==> config.mk <==
export PLATFORM = sky130hd
export DESIGN_NAME = data_mem_ctrl
export DESIGN_NICKNAME = d
export VERILOG_FILES = /design/src/rtl/dmem_pkg.sv /design/src/rtl/load_align.sv /design/src/rtl/data_mem_ctrl.sv
export SDC_FILE = /design/constraint.sdc
export NUM_CORES = 1
export LEC_CHECK = 0
export BUFFER_PORTS_ARGS = -buffer_cell sky130_fd_sc_hd__buf_4
export CORE_MARGIN = 5
export CORE_UTILIZATION = 44
export CTS_CLUSTER_SIZE = 12
export DETAILED_ROUTE_END_ITERATION = 6
export PLACE_DENSITY = 0.76
export SKIP_CTS_REPAIR_TIMING = 1
export SLEW_MARGIN = 25
export SYNTH_ARGS = -nofsm -noshare
export SYNTH_HDL_FRONTEND = slang
export SYNTH_SLANG_ARGS = --single-unit
==> constraint.sdc <==
create_clock -name clk -period 2.58 [get_ports clk]
set_clock_uncertainty 0.15 [all_clocks]
set_input_delay 0.258 -clock clk [delete_from_list [all_inputs] [get_ports clk]]
set_output_delay 0.258 -clock clk [all_outputs]
set_load 0.01 [all_outputs]
==> src/rtl/dmem_pkg.sv <==
// Shared types and RV32I width codes for the data-memory controller.
// Optional feature: DMEM_MISALIGN_TRAP_EN (reject misaligned H/W accesses).
package dmem_pkg;

  typedef enum logic [2:0] {
    IDLE,
    RD,
    RD_CAP,
    RMW_RD,
    RMW_MRG,
    WR,
    FIN
  } dmem_state_t;

  localparam logic [2:0] F3_B  = 3'b000;
  localparam logic [2:0] F3_H  = 3'b001;
  localparam logic [2:0] F3_W  = 3'b010;
  localparam logic [2:0] F3_BU = 3'b100;
  localparam logic [2:0] F3_HU = 3'b101;

  // Low two funct3 bits give the access size for both signed and unsigned codes.
  function automatic logic misaligned(input logic [2:0] f3, input logic [1:0] lo);
    logic m;
    m = 1'b0;
    if (f3[1:0] == 2'b01) m = lo[0];
    if (f3[1:0] == 2'b10) m = (lo != 2'b00);
    return m;
  endfunction

endpackage

==> src/rtl/load_align.sv <==
// Combinational load lane select and sign/zero extension for RV32I loads.
module load_align
  import dmem_pkg::*;
(
  input  logic [31:0] word,
  input  logic [1:0]  lane,
  input  logic [2:0]  funct3,
  output logic [31:0] data
);

  logic signed [7:0]  byte_sel;
  logic signed [15:0] half_sel;

  always_comb begin
    byte_sel = word[{lane, 3'b000} +: 8];
    half_sel = lane[1] ? word[31:16] : word[15:0];
    case (funct3)
      F3_B:    data = {{24{byte_sel[7]}}, byte_sel};
      F3_BU:   data = {24'd0, byte_sel};
      F3_H:    data = {{16{half_sel[15]}}, half_sel};
      F3_HU:   data = {16'd0, half_sel};
      default: data = word;
    endcase
  end

endmodule

==> src/rtl/data_mem_ctrl.sv <==
// Load/store initiator for the single-port word RAM, with read-modify-write for SB/SH.
// Optional feature: DMEM_MISALIGN_TRAP_EN rejects misaligned halfword/word accesses.
module data_mem_ctrl
  import dmem_pkg::*;
#(
  parameter int ADDR_W = 6
) (
  input  logic              clk,
  input  logic              nRst,
  input  logic              req_load,
  input  logic              req_store,
  input  logic [2:0]        funct3,
  input  logic [31:0]       addr,
  input  logic [31:0]       store_data,
  input  logic [31:0]       mem_rdata,
  output logic              mem_read_enable,
  output logic              mem_write_enable,
  output logic [ADDR_W-1:0] mem_addr,
  output logic [31:0]       mem_wdata,
  output logic [31:0]       load_data,
  output logic              busy,
  output logic              done,
  output logic              err
);

  dmem_state_t state, state_nx;

  logic [ADDR_W-1:0] addr_q;
  logic [2:0]        f3_q;
  logic              err_q;
  logic [31:0]       wdata_q;
  logic [31:0]       load_q;
  logic [31:0]       aligned;
  logic              req_any;
  logic              legal;
  logic              reject;
  logic              unused_addr_bits;

  assign unused_addr_bits = ^addr[31:ADDR_W];

  function automatic logic [31:0] merge_sub(input logic [31:0] word, input logic [31:0] sd,
                                            input logic [2:0] f3, input logic [1:0] lane);
    logic [31:0] r;
    r = word;
    case (f3)
      F3_B: r[{lane, 3'b000} +: 8] = sd[7:0];
      F3_H: if (lane[1]) r[31:16] = sd[15:0]; else r[15:0] = sd[15:0];
      default: r = sd;
    endcase
    return r;
  endfunction

  assign req_any = req_load | req_store;

  // A simultaneous load and store is judged as the load, which wins.
  always_comb begin
    if (req_load) legal = (funct3 inside {F3_B, F3_H, F3_W, F3_BU, F3_HU});
    else          legal = (funct3 inside {F3_B, F3_H, F3_W});
`ifdef DMEM_MISALIGN_TRAP_EN
    reject = !legal || misaligned(funct3, addr[1:0]);
`else
    reject = !legal;
`endif
  end

  always_comb begin
    state_nx = state;
    case (state)
      IDLE: begin
        if (req_any) begin
          if (reject)           state_nx = FIN;
          else if (req_load)    state_nx = RD;
          else if (funct3 == F3_W) state_nx = WR;
          else                  state_nx = RMW_RD;
        end
      end
      RD:      state_nx = RD_CAP;
      RD_CAP:  state_nx = FIN;
      RMW_RD:  state_nx = RMW_MRG;
      RMW_MRG: state_nx = WR;
      WR:      state_nx = FIN;
      FIN:     state_nx = IDLE;
      default: state_nx = IDLE;
    endcase
  end

  always_ff @(posedge clk or negedge nRst) begin
    if (!nRst) begin
      state  <= IDLE;
      addr_q <= '0;
      f3_q   <= '0;
      err_q  <= 1'b0;
    end else begin
      state <= state_nx;
      if (state == IDLE && req_any) begin
        addr_q <= addr[ADDR_W-1:0];
        f3_q   <= funct3;
        err_q  <= reject;
      end
    end
  end

  load_align u_load_align (
    .word   (mem_rdata),
    .lane   (addr_q[1:0]),
    .funct3 (f3_q),
    .data   (aligned)
  );

  // Capture stage: extended load result and merged store word.
  always_ff @(posedge clk or negedge nRst) begin
    if (!nRst) begin
      wdata_q <= '0;
      load_q  <= '0;
    end else begin
      if (state == IDLE && req_any && !req_load && !reject) wdata_q <= store_data;
      if (state == RMW_MRG) wdata_q <= merge_sub(mem_rdata, wdata_q, f3_q, addr_q[1:0]);
      if (state == RD_CAP)  load_q  <= aligned;
    end
  end

  assign mem_read_enable  = (state == RD) || (state == RMW_RD);
  assign mem_write_enable = (state == WR);
  assign mem_addr         = addr_q;
  assign mem_wdata        = wdata_q;
  assign load_data        = load_q;
  assign busy             = (state != IDLE);
  assign done             = (state == FIN);
  assign err              = (state == FIN) && err_q;

endmodule

Yosys cells after proc, flatten, opt, wreduce, memory -nomap -nowiden
Cells that the tools add are included.
{"block": "word_totals", "regBits": 77, "elab_cells": 59}
{"block": "op_classes", "addsub": 1, "muxes": 14, "shift": 3, "reduce_logical": 17, "n_eq_ne": 16, "bitwise_logic": 1}
{"cell": "32-bit case mux with 4 select lines", "n": 1}
{"cell": "32-bit two-way mux", "n": 2}
{"cell": "32-bit case mux with 2 select lines", "n": 1}
{"cell": "16-bit two-way mux", "n": 3}
{"cell": "32-bit bitwise mux", "n": 1}
{"cell": "8-bit by 7-bit variable shift with 32-bit output, first input constant", "n": 1}
{"cell": "32-bit by 6-bit variable part select with 8-bit output", "n": 1}
{"cell": "8-bit by 7-bit variable part select with 32-bit output", "n": 1}
{"cell": "3-bit == test, second input constant", "n": 7}
{"cell": "3-bit case mux with 5 select lines", "n": 1}
{"cell": "3-bit two-way mux", "n": 4}
{"cell": "3-bit by 1-bit == test with 1-bit output, second input constant", "n": 3}
{"cell": "3-bit by 2-bit == test with 1-bit output, second input constant", "n": 3}
{"cell": "3-bit logical NOT", "n": 3}
{"cell": "5-bit negation with 7-bit output", "n": 1}
{"cell": "3-bit nonzero test", "n": 2}
{"cell": "5-bit nonzero test", "n": 1}
{"cell": "1-bit logical AND", "n": 4}
{"cell": "3-bit by 1-bit != test with 1-bit output, second input constant", "n": 1}
{"cell": "3-bit != test, second input constant", "n": 1}
{"cell": "3-bit AND reduction", "n": 1}
{"cell": "1-bit logical NOT", "n": 2}
{"cell": "2-bit != test, second input constant", "n": 1}
{"cell": "2-bit AND reduction", "n": 1}
{"cell": "other kinds (5)", "n": 5}

Depth between registers and ports, before layout
Gate-level depths: netlist of the first run.
{"block": "depth", "depth_word": 6, "depth_mapped": 10, "ltp_nobuf": 6}

By module
A second synthesis of the first run with hierarchy kept.
{"block": "unflattened", "cells_unflattened": 425, "hier_area_um2": 4837.1}
{"module": "data_mem_ctrl", "cells_per_inst": 329, "area_each_um2": 3991.3, "instances": 1}
{"module": "load_align", "cells_per_inst": 96, "area_each_um2": 845.8, "instances": 1}

Worst setup path after synthesis of the first run
Ideal clock, no wire load.
{"block": "synth_path", "path_kind": "register -> register", "startpoint": "register addr_q[1] (netlist: mem_addr[1])", "endpoint": "register wdata_q[16] (netlist: mem_wdata[16])", "arrival_ps": 2415, "synth_period_minus_slack_ps": 2690, "stages_incl_launch_ff": 11, "path_buffers": 4, "slack_ps": -110, "cell_sequence": "dfrtp_1 > buf_2 > buf_2 > buf_2 > inv_1 > ha_1 > nor4bb_1 > buf_1 > a221oi_1 > o21ai_0 > mux2_2"}
{"block": "synth_via", "elab_chain_len": 5, "word_cells_on_any_way": 7, "classes_between": "1 x add/sub; 2 x shift; 4 x mux"}
{"element": "start, declared", "line_no": "data_mem_ctrl.sv:28", "source": "logic [ADDR_W-1:0] addr_q;"}
{"element": "start signal, assigned", "line_no": "data_mem_ctrl.sv:96", "source": "addr_q <= addr[ADDR_W-1:0];"}
{"element": "5-bit negation with 7-bit output", "line_no": "data_mem_ctrl.sv:46", "source": "F3_B: r[{lane, 3'b000} +: 8] = sd[7:0];"}
{"element": "8-bit by 7-bit variable part select with 32-bit output / 8-bit by 7-bit variable shift with 32-bit output (equally long branches)", "line_no": "data_mem_ctrl.sv:46"}
{"element": "32-bit bitwise mux", "line_no": "data_mem_ctrl.sv:46"}
{"element": "32-bit case mux with 2 select lines (*)", "line_no": "data_mem_ctrl.sv:45", "source": "case (f3)"}
{"element": "32-bit two-way mux (*)", "line_no": "data_mem_ctrl.sv:117", "source": "if (state == RMW_MRG) wdata_q <= merge_sub(mem_rdata, wdata_q, f3_q, addr_q[1:0]);"}
{"element": "end signal, assigned", "line_no": "data_mem_ctrl.sv:116", "source": "if (state == IDLE && req_any && !req_load && !reject) wdata_q <= store_data;"}
{"element": "end signal, assigned", "line_no": "data_mem_ctrl.sv:117"}
{"element": "end, declared", "line_no": "data_mem_ctrl.sv:31", "source": "logic [31:0] wdata_q;"}
Mark *: on every way between the ends. The rest lies on a longest branch, timed or not.
A chain may end at the register's enable or synchronous reset.

Worst setup path after layout of the first run
{"block": "layout_path", "startpoint": "register state[0]", "endpoint": "register wdata_q[13] (netlist: mem_wdata[13])"}
{"block": "layout_via", "elab_chain_len": 6, "word_cells_on_any_way": 10, "classes_between": "3 x eq/ne; 1 x mux; 6 x reduce/logical"}
{"element": "start, declared", "line_no": "data_mem_ctrl.sv:26", "source": "dmem_state_t state, state_nx;"}
{"element": "start signal, assigned", "line_no": "data_mem_ctrl.sv:94", "source": "state <= state_nx;"}
{"element": "3-bit logical NOT", "line_no": "data_mem_ctrl.sv:116"}
{"element": "1-bit logical AND (3 in series)", "line_no": "data_mem_ctrl.sv:116"}
{"element": "2-bit nonzero test (no source line)"}
{"element": "3-bit AND reduction (no source line)"}
Parallel ways exist; a longest one is shown, timed or not.

==> run_results.csv, run 1 <==
group,metric,value,unit
global_routing,grt_max_degree,65,
timing,grt_setup_unrepaired,"no",
routing,first_pass_iters,7,
worst_setup_path,rr_startpoint,"state[0]",
worst_hold_path,min_path_type,"input port to flip-flop",
floorplan,dieArea,12300,um^2
floorplan,initial_core_util,45.5,%
finish,finalNonFillerCells,756,
finish,n_fill_cell,862,
worst_setup_path,slowest_stage,"nor4_4",
worst_setup_path,timing.critical_path.depth,5,
synth,ys_warn_count,0,
finish,drive_gt1_share,40.0,%
global_routing,overflow,0,
routing,final_antenna_net_count,0,
place,portBuffers,151,
pwr,power,7730,uW
global_routing,track_usage,24.0,%
timing,hold_violations,0,
floorplan,die_h,111,um
cts,clkSinkCount,77,
cts,htreeDepth,3,
timing,slew_headroom,43.7,%
cts,cts-buffers-inserted,9,
worst_hold_path,whs_path_depth,2,
floorplan,die_x,111,um
routing,routed_wl,15.0,mm
floorplan,io_pins,178,
timing,tightestPinTransition,833,ps
timing,finalSetupViolations,0,
floorplan,row_count,36,
cts,clk_latency,360,ps
worst_setup_path,path_class,"flip-flop to flip-flop",
pwr,power_density,1270,nW/um^2
worst_setup_path,cp_data_required_time,2710,ps
run_status,outcome,"finished with violations",
worst_setup_path,crit_chain,"or3b_1, buf_4, nor4_4, a222oi_1, mux2i_1",
worst_setup_path,arrival,2480,ps
timing,fmax,425,MHz
timing,slew_viol_final,0,
worst_hold_path,min_from,"funct3[2]",
routing,via_per_inst,5.84,
global_routing,grt_pass1_vias,4454,
place,post-dp-hpwl,11.2,mm
cts,root_buffer,"clkbuf_8",
place,place.gp.congestion,0.918,
synth,synthCells,467,
worst_setup_path,crit_path_end_kind,"flip-flop",
synth,yosysUniqueCellTypes,38,
worst_setup_path,crit_start,"state[0]",
pwr,peakVddDrop,0.590,mV
worst_setup_path,crit_buf_inv,1,
finish,final_common_cell,"buf_4",
finish,layout_common_cells,"buf_4 (168), dfrtp_1 (77), nand2_1 (61)",
synth,synth-main-ff-cell,"dfrtp_1",
worst_setup_path,critPathMaxStageDelay,560,ps
routing,drtIter0Drc,386,
timing,period_needed,2350,ps
worst_setup_path,cp_top_family,"simple AND/OR/NAND/NOR gates",
finish,n_antenna_cell,0,
timing,fin_setup_tns,0,ps
synth,async_flop_share,100,%
global_routing,antenna_found_initial,0,
finish,final_area,6090,um^2
place,place_ws,245,ps
synth,syn_area,4490,um^2
place,dpl_cell_area,5780,um^2
timing,setup_ws,227,ps
finish,finalNetCount,726,
synth,syn_nets,575,
routing,avgRoutedWirePerCell,19.8,um
place,place_inst,732,
run_status,violations,"DRC",
floorplan,core_area,9860,um^2
cts,cts_tree,"yes",
synth,seq_area_frac_synth,42.9,%
finish,syn2layout_area_growth,35.7,%
synth,ys_ff_latch,77,
routing,drc,9,
global_routing,grt_pass1_wl,23.5,mm
worst_setup_path,worstPathMaxFanout,34,
cts,clk_pin_slew,80,ps
routing,vias,4416,
timing,fin_crit_sh,91.2,%
synth,synth_edf_count,0,
cts,cts_buffer_depth,2,
worst_setup_path,critPathLaunchType,"flip-flop",
job,cap_violations,0,
worst_setup_path,worstRegToRegCells,5,
synth,synth_area_per_cell,9.61,um^2
pwr,p_leak,0.00273,uW
==> Yosys cell counts, types with 2 or more instances <==
| cell | instances | area (um^2) |
|---|---|---|
| o22ai_1 | 2 | 12.5 |
| nor4bb_1 | 2 | 20.0 |
| dfrtp_1 | 77 | 1930 |
| mux2i_1 | 17 | 170 |
| nor2b_1 | 3 | 18.8 |
| clkbuf_1 | 23 | 86.3 |
| nor2_1 | 27 | 101 |
| ha_1 | 5 | 62.6 |
| buf_1 | 6 | 22.5 |
| and2_1 | 3 | 18.8 |
| a222oi_1 | 8 | 80.1 |
| a31oi_1 | 16 | 100 |
| buf_2 | 6 | 30.0 |
| o21ai_1 | 2 | 10.0 |
| nor3b_2 | 2 | 25.0 |
| a211oi_1 | 2 | 15.0 |
| nand2_1 | 61 | 229 |
| nand3b_1 | 9 | 67.6 |
| o21ai_0 | 50 | 250 |
| or3b_1 | 2 | 17.5 |
| mux2_2 | 56 | 631 |
| nor3b_1 | 2 | 15.0 |
| nor3_1 | 10 | 50.1 |
| nand2b_1 | 3 | 18.8 |
| a21oi_1 | 21 | 105 |
| inv_1 | 18 | 67.6 |
| a221oi_1 | 23 | 201 |
==> flip-flops by register name, summed over array words and instances, names as in the netlist <==
register	count
state	3
mem_wdata	32
err_q	1
mem_addr	6
f3_q	3
load_data	32
==> power breakdown <==
part	internal (uW)	total (uW)	switching (uW)
clock network	578	1060	484
registers	1820	2350	532
logic	2090	4330	2240
total	4480	7730	3250
==> worst paths after layout <==
| path | end | slack, ps |
|---|---|---|
| min reg2reg | err_q | 340 |
| min | f3_q[2] | 10 |
| min in group asynchronous | load_data[22] | 250 |
| max | mem_wdata[13] | 230 |
| max in group asynchronous | mem_wdata[30] | 1320 |
| max reg2reg | mem_wdata[13] | 230 |
==> per-layer routing <==
layer | wire length, um | up-vias | part of all wire (%) | global-route usage (%)
met1 | 5710 | 2111 | 38 | 30.1
li1 | - | 2006 | - | -
met3 | 1570 | 38 | 10 | 6.28
met5 | 0 | - | 0 | 0
met4 | 413 | 0 | 2.8 | 8.05
met2 | 7280 | 261 | 49 | 40.1
==> logic make-up (layout without fill, tap and decap cells) <==
logic type / after synthesis / in the layout / synth area share [%]
adder cells (fa/ha/maj): 5 / 5 / 1.39
flip-flops: 77 / 77 / 42.9
buffers and inverters: 54 / 210 / 4.85
AO/OA/AOI/OAI: 128 / 128 / 18.4
AND/OR/NAND/NOR: 129 / 129 / 14.1
multiplexers: 74 / 74 / 18.3
==> per-stage QoR <==
stage	util, %	hold slack (ps)
4_1_cts	60.9	-292
2_1_floorplan	-	-188
5_1_grt	61.7	17.9
3_3_place_gp	58.5	98.4
3_5_place_dp	58.5	105
6_report	61.7	14.6
==> cell type report <==
| type | instances | area (um^2) | share of cell area [%] |
|---|---|---|---|
| clock inverters | 6 | 93.8 | 1.54 |
| multi-input cells | 336 | 2350 | 38.7 |
| flip-flops and latches | 77 | 1930 | 31.7 |
| well taps | 133 | 166 | 2.73 |
| clock buffers | 10 | 138 | 2.26 |
| repair buffers | 176 | 1340 | 22.0 |
| inverters | 18 | 67.6 | 1.11 |
==> worst register-to-register path: stages, from the launching register on <==
cell	delay (ps)
dfrtp_1	500
or3b_1	430
buf_4	260
nor4_4	560
a222oi_1	190
mux2i_1	190
No activity file was read; power rests on OpenSTA's default activity.
==> run 2: changes to the inputs <==
CORE_UTILIZATION = 49   (was 44)
PLACE_DENSITY = 0.81   (was 0.76)
clock period = 2.7 ns   (was 2.58 ns; I/O delays follow)
==> run_results.csv, run 2 (synthesized netlist as in run 1, its figures left out) <==
group,metric,value,unit
run_status,outcome,"finished with violations",
run_status,violations,"hold timing",
pwr,power_density,1240,nW/um^2
worst_setup_path,regToRegSetupSlack,230,ps
routing,routed_wl,14.6,mm
global_routing,grt_max_degree,78,
cts,cts_buffer_depth,2,
floorplan,die_h,106,um
worst_setup_path,crit_start,"mem_addr[1]",
worst_setup_path,r2r_end,"mem_wdata[22]",
timing,slew_viol_final,0,
routing,vias,4382,
worst_setup_path,critPathLaunchType,"flip-flop",
floorplan,core_area,9060,um^2
global_routing,track_usage,26.1,%
timing,fin_setup_tns,0,ps
floorplan,initial_core_util,49.5,%
routing,via_per_inst,6.04,
finish,final_common_cell,"buf_4",
timing,fin_crit_sh,91.3,%
cts,htreeDepth,3,
worst_setup_path,arrival,2620,ps
timing,hold_slack,-6.49,ps
global_routing,grt_pass1_vias,4354,
worst_setup_path,worstPathMaxFanout,8,
global_routing,grt_pass1_wl,23.0,mm
routing,drc,0,
finish,n_antenna_cell,0,
pwr,peakVddDrop,0.634,mV
timing,period_needed,2470,ps
timing,slew_headroom,42.8,%
cts,clk_pin_slew,90,ps
worst_setup_path,crit_buf_inv,1,
worst_setup_path,worstRegToRegCells,6,
worst_setup_path,path_class,"flip-flop to flip-flop",
floorplan,io_pins,178,
finish,finalNetCount,718,
finish,drive_gt1_share,40.0,%
cts,cts_tree,"yes",
timing,grt_setup_unrepaired,"no",
finish,fin_util,66.2,%
cts,cts-buffers-inserted,9,
timing,finalSetupViolations,0,
worst_hold_path,whs_path_depth,2,
place,dpl_cell_area,5740,um^2
timing,fmax,406,MHz
cts,root_buffer,"clkbuf_8",
routing,first_pass_iters,5,
worst_setup_path,timing.critical_path.depth,6,
worst_setup_path,crit_chain,"inv_1, ha_1, nor4bb_2, a221oi_1, o21ai_0, mux2_2",
place,portBuffers,151,
worst_hold_path,min_path_type,"input port to flip-flop",
finish,layout_common_cells,"buf_4 (163), dfrtp_1 (77), nand2_1 (61)",
timing,setup_ws,235,ps
floorplan,die_x,106,um
floorplan,dieArea,11200,um^2
pwr,p_leak,0.00270,uW
job,cap_violations,0,
cts,clk_latency,350,ps
global_routing,antenna_found_initial,0,
worst_setup_path,critPathMaxStageDelay,770,ps
cts,clkSinkCount,77,
worst_setup_path,crit_end,"mem_wdata[22]",
timing,tightestPinTransition,845,ps
routing,avgRoutedWirePerCell,20.1,um
place,place.gp.congestion,0.915,
worst_setup_path,cp_top_family,"simple AND/OR/NAND/NOR gates",
finish,syn2layout_area_growth,33.7,%
worst_setup_path,cp_data_required_time,2860,ps
place,place_ws,266,ps
finish,final_area,6000,um^2
worst_setup_path,rr_startpoint,"mem_addr[1]",
worst_setup_path,crit_path_end_kind,"flip-flop",
place,post-dp-hpwl,10.6,mm
routing,final_antenna_net_count,0,
routing,drtIter0Drc,358,
worst_setup_path,slowest_stage,"nor4bb_2",
timing,hold_violations,3,
global_routing,overflow,0,
floorplan,row_count,35,
-- run 2: cell count changes in the layout (fill, tap and decap cells not counted), sizes merged --
cell / change
clkinvlp: -1
clkbuf: +1
buf: -3
dlygate4sd3: -5
-- run 2: worst min path at each step --
stage | start | end | slack, ps
after detailed placement | err_q | err_q | 320
after global routing | addr[2] | mem_addr[2] | 2
after CTS | nRst | mem_wdata[24] | -40
after global placement | err_q | err_q | 310
final | addr[1] | mem_addr[1] | -6
after floorplan | nRst | err_q | -180
-- run 2: routing by layer --
layer / track usage [%] / vias to the layer above / wire, um
li1: - / 1983 / -
met1: 34.0 / 2090 / 5690
met2: 41.3 / 254 / 6890
met3: 5.76 / 55 / 1380
met4: 12.3 / 0 / 664
met5: 0 / - / 0
-- run 2: report_power, final --
| group | switching [uW] | total (uW) | internal (uW) |
|---|---|---|---|
| Sequential | 506 | 2240 | 1730 |
| Clock | 448 | 998 | 550 |
| Combinational | 2170 | 4180 | 2010 |
| Total | 3130 | 7420 | 4290 |
-- run 2: area by class of cell --
| class | instances | area, um^2 |
|---|---|---|
| Fill cell | 733 | 3070 |
| Multi-Input combinational cell | 336 | 2360 |
| Sequential cell | 77 | 1930 |
| Timing Repair Buffer | 168 | 1280 |
| Clock buffer | 11 | 141 |
| Tap cell | 111 | 139 |
| Clock inverter | 5 | 82.6 |
| Inverter | 18 | 67.6 |
-- run 2: stage by stage --
step / instances / total power [uW]
global route: 726 / 7930
detailed placement: 707 / 6400
global placement: 707 / 6230
CTS: 723 / 7410
finish: 726 / 7420
floorplan: 467 / 4670
==> run 3: changes to the inputs <==
CORE_MARGIN = 2   (was 5)
PLACE_DENSITY = default   (was 0.81)
PLACE_DENSITY_LB_ADDON = 0.05   (was default)
==> run_results.csv, run 3 (synthesized netlist as in run 1, its figures left out) <==
group,metric,value,unit
run_status,outcome,"complete, no violations",
timing,hold_slack,6.89,ps
worst_hold_path,min_path_type,"input port to flip-flop",
cts,clkSinkCount,77,
pwr,power_frac_seq,31.3,%
worst_setup_path,crit_chain,"or3b_1, a21oi_1, a222oi_1, mux2i_1",
finish,fin_util,67.8,%
pwr,comb_power_share,57.0,%
pwr,power_density,1210,nW/um^2
pwr,p_leak,0.00268,uW
floorplan,row_count,34,
cts,clk_latency,350,ps
floorplan,io_pins,178,
worst_setup_path,crit_path_end_kind,"flip-flop",
pwr,power,7230,uW
timing,fin_setup_tns,0,ps
global_routing,grt_pass1_vias,4029,
worst_setup_path,worstPathMaxFanout,14,
cts,cts_tree,"yes",
finish,layout_common_cells,"buf_4 (165), dfrtp_1 (77), nand2_1 (61)",
routing,drc,0,
finish,n_antenna_cell,0,
place,portBuffers,151,
routing,first_pass_iters,5,
floorplan,die_h,99.7,um
place,post-dp-hpwl,10.3,mm
cts,cts_buffer_depth,2,
pwr,p_sw,3160,uW
pwr,peakVddDrop,0.654,mV
timing,hold_violations,0,
floorplan,core_area,8810,um^2
floorplan,initial_core_util,51.0,%
pwr,swShare,43.7,%
routing,final_antenna_net_count,0,
finish,drive_gt1_share,39.9,%
worst_setup_path,regToRegSetupSlack,330,ps
global_routing,grt_pass1_wl,22.2,mm
timing,slew_headroom,42.2,%
worst_setup_path,critPathLaunchType,"flip-flop",
routing,avgRoutedWirePerCell,19.8,um
global_routing,track_usage,28.8,%
pwr,clkPwrFrac,11.7,%
routing,vias,4348,
worst_setup_path,arrival,2490,ps
worst_setup_path,critPathMaxStageDelay,650,ps
timing,fin_crit_sh,87.8,%
finish,n_fill_cell,702,
worst_setup_path,slowest_stage,"or3b_1",
worst_setup_path,cp_data_required_time,2820,ps
finish,finalNetCount,722,
timing,grt_setup_unrepaired,"no",
routing,via_per_inst,5.98,
timing,fmax,422,MHz
worst_setup_path,path_class,"flip-flop to flip-flop",
timing,period_needed,2370,ps
floorplan,dieArea,9940,um^2
finish,syn2layout_area_growth,33.2,%
global_routing,grt_max_degree,78,
timing,tightestPinTransition,855,ps
cts,cts-buffers-inserted,9,
finish,final_common_cell,"buf_4",
cts,htreeDepth,3,
cts,root_buffer,"clkbuf_8",
pwr,intPower,4070,uW
timing,finalSetupViolations,0,
routing,drtIter0Drc,462,
routing,routed_wl,14.4,mm
job,cap_violations,0,
global_routing,antenna_found_initial,0,
timing,slew_viol_final,0,
global_routing,overflow,0,
place,place.gp.congestion,0.886,
cts,clk_pin_slew,90,ps
floorplan,die_x,99.7,um
[run 3: cell count changes in the layout (fill, tap and decap cells not counted), sizes merged]
cell         before  now
buf             165  166
bufinv            2    0
clkbuf           11    9
clkinv            2    1
clkinvlp          0    3
dlygate4sd3       3    6
inv              19   21
[run 3: final cells by class]
type                       count  area (um^2)  share of cell area, %
clock inverter                 7         57.6                  0.963
sequential                    77         1930                   32.3
inverter                      18         67.6                   1.13
timing repair buffer         172         1310                   21.9
multi-input combinational    336         2350                   39.4
tap                          108          135                   2.26
clock buffer                   9          124                   2.07
[run 3: through the flow]
step / cell area [um^2] / cells / setup WS (ps)
finish: 5970 / 727 / 329
detailed placement: 5730 / 705 / 366
CTS: 5910 / 721 / 352
floorplan: 4490 / 467 / 10.2
global route: 5970 / 727 / 147
global placement: 5720 / 705 / 156
[run 3: worst paths after layout]
path	start	endpoint	cells past startpoint
max in group asynchronous	nRst	mem_wdata[27]	2
hold / removal	funct3[0]	f3_q[0]	2
setup reg to reg	state[2]	mem_wdata[10]	4
setup / recovery	state[2]	mem_wdata[10]	4
hold reg to reg	err_q	err_q	2
min in group asynchronous	nRst	load_data[5]	2
[run 3: per-layer routing]
layer	track usage (%)	up-vias	wire, um
li1	-	2006	-
met1	42.8	2099	6400
met2	43.6	227	6680
met3	4.78	16	1190
met4	8.11	0	164
met5	0	-	0
[run 3: power by group through the flow]
stage               clock [uW]  combinational, uW  sequential (uW)
detailed placement           0               4080             2270
global placement             0               4000             2250
floorplan                    0               2330             2340
global route               892               4490             2340
CTS                        849               4100             2250
finish                     844               4120             2260
[run 3: critical path: cells and delay by family, from the launching register on]
kind               cells  cell delay [ps]
DFF                    1              530
AOI/OAI and AO/OA      2              770
and+or+nand+nor        1              650
muxes                  1              200
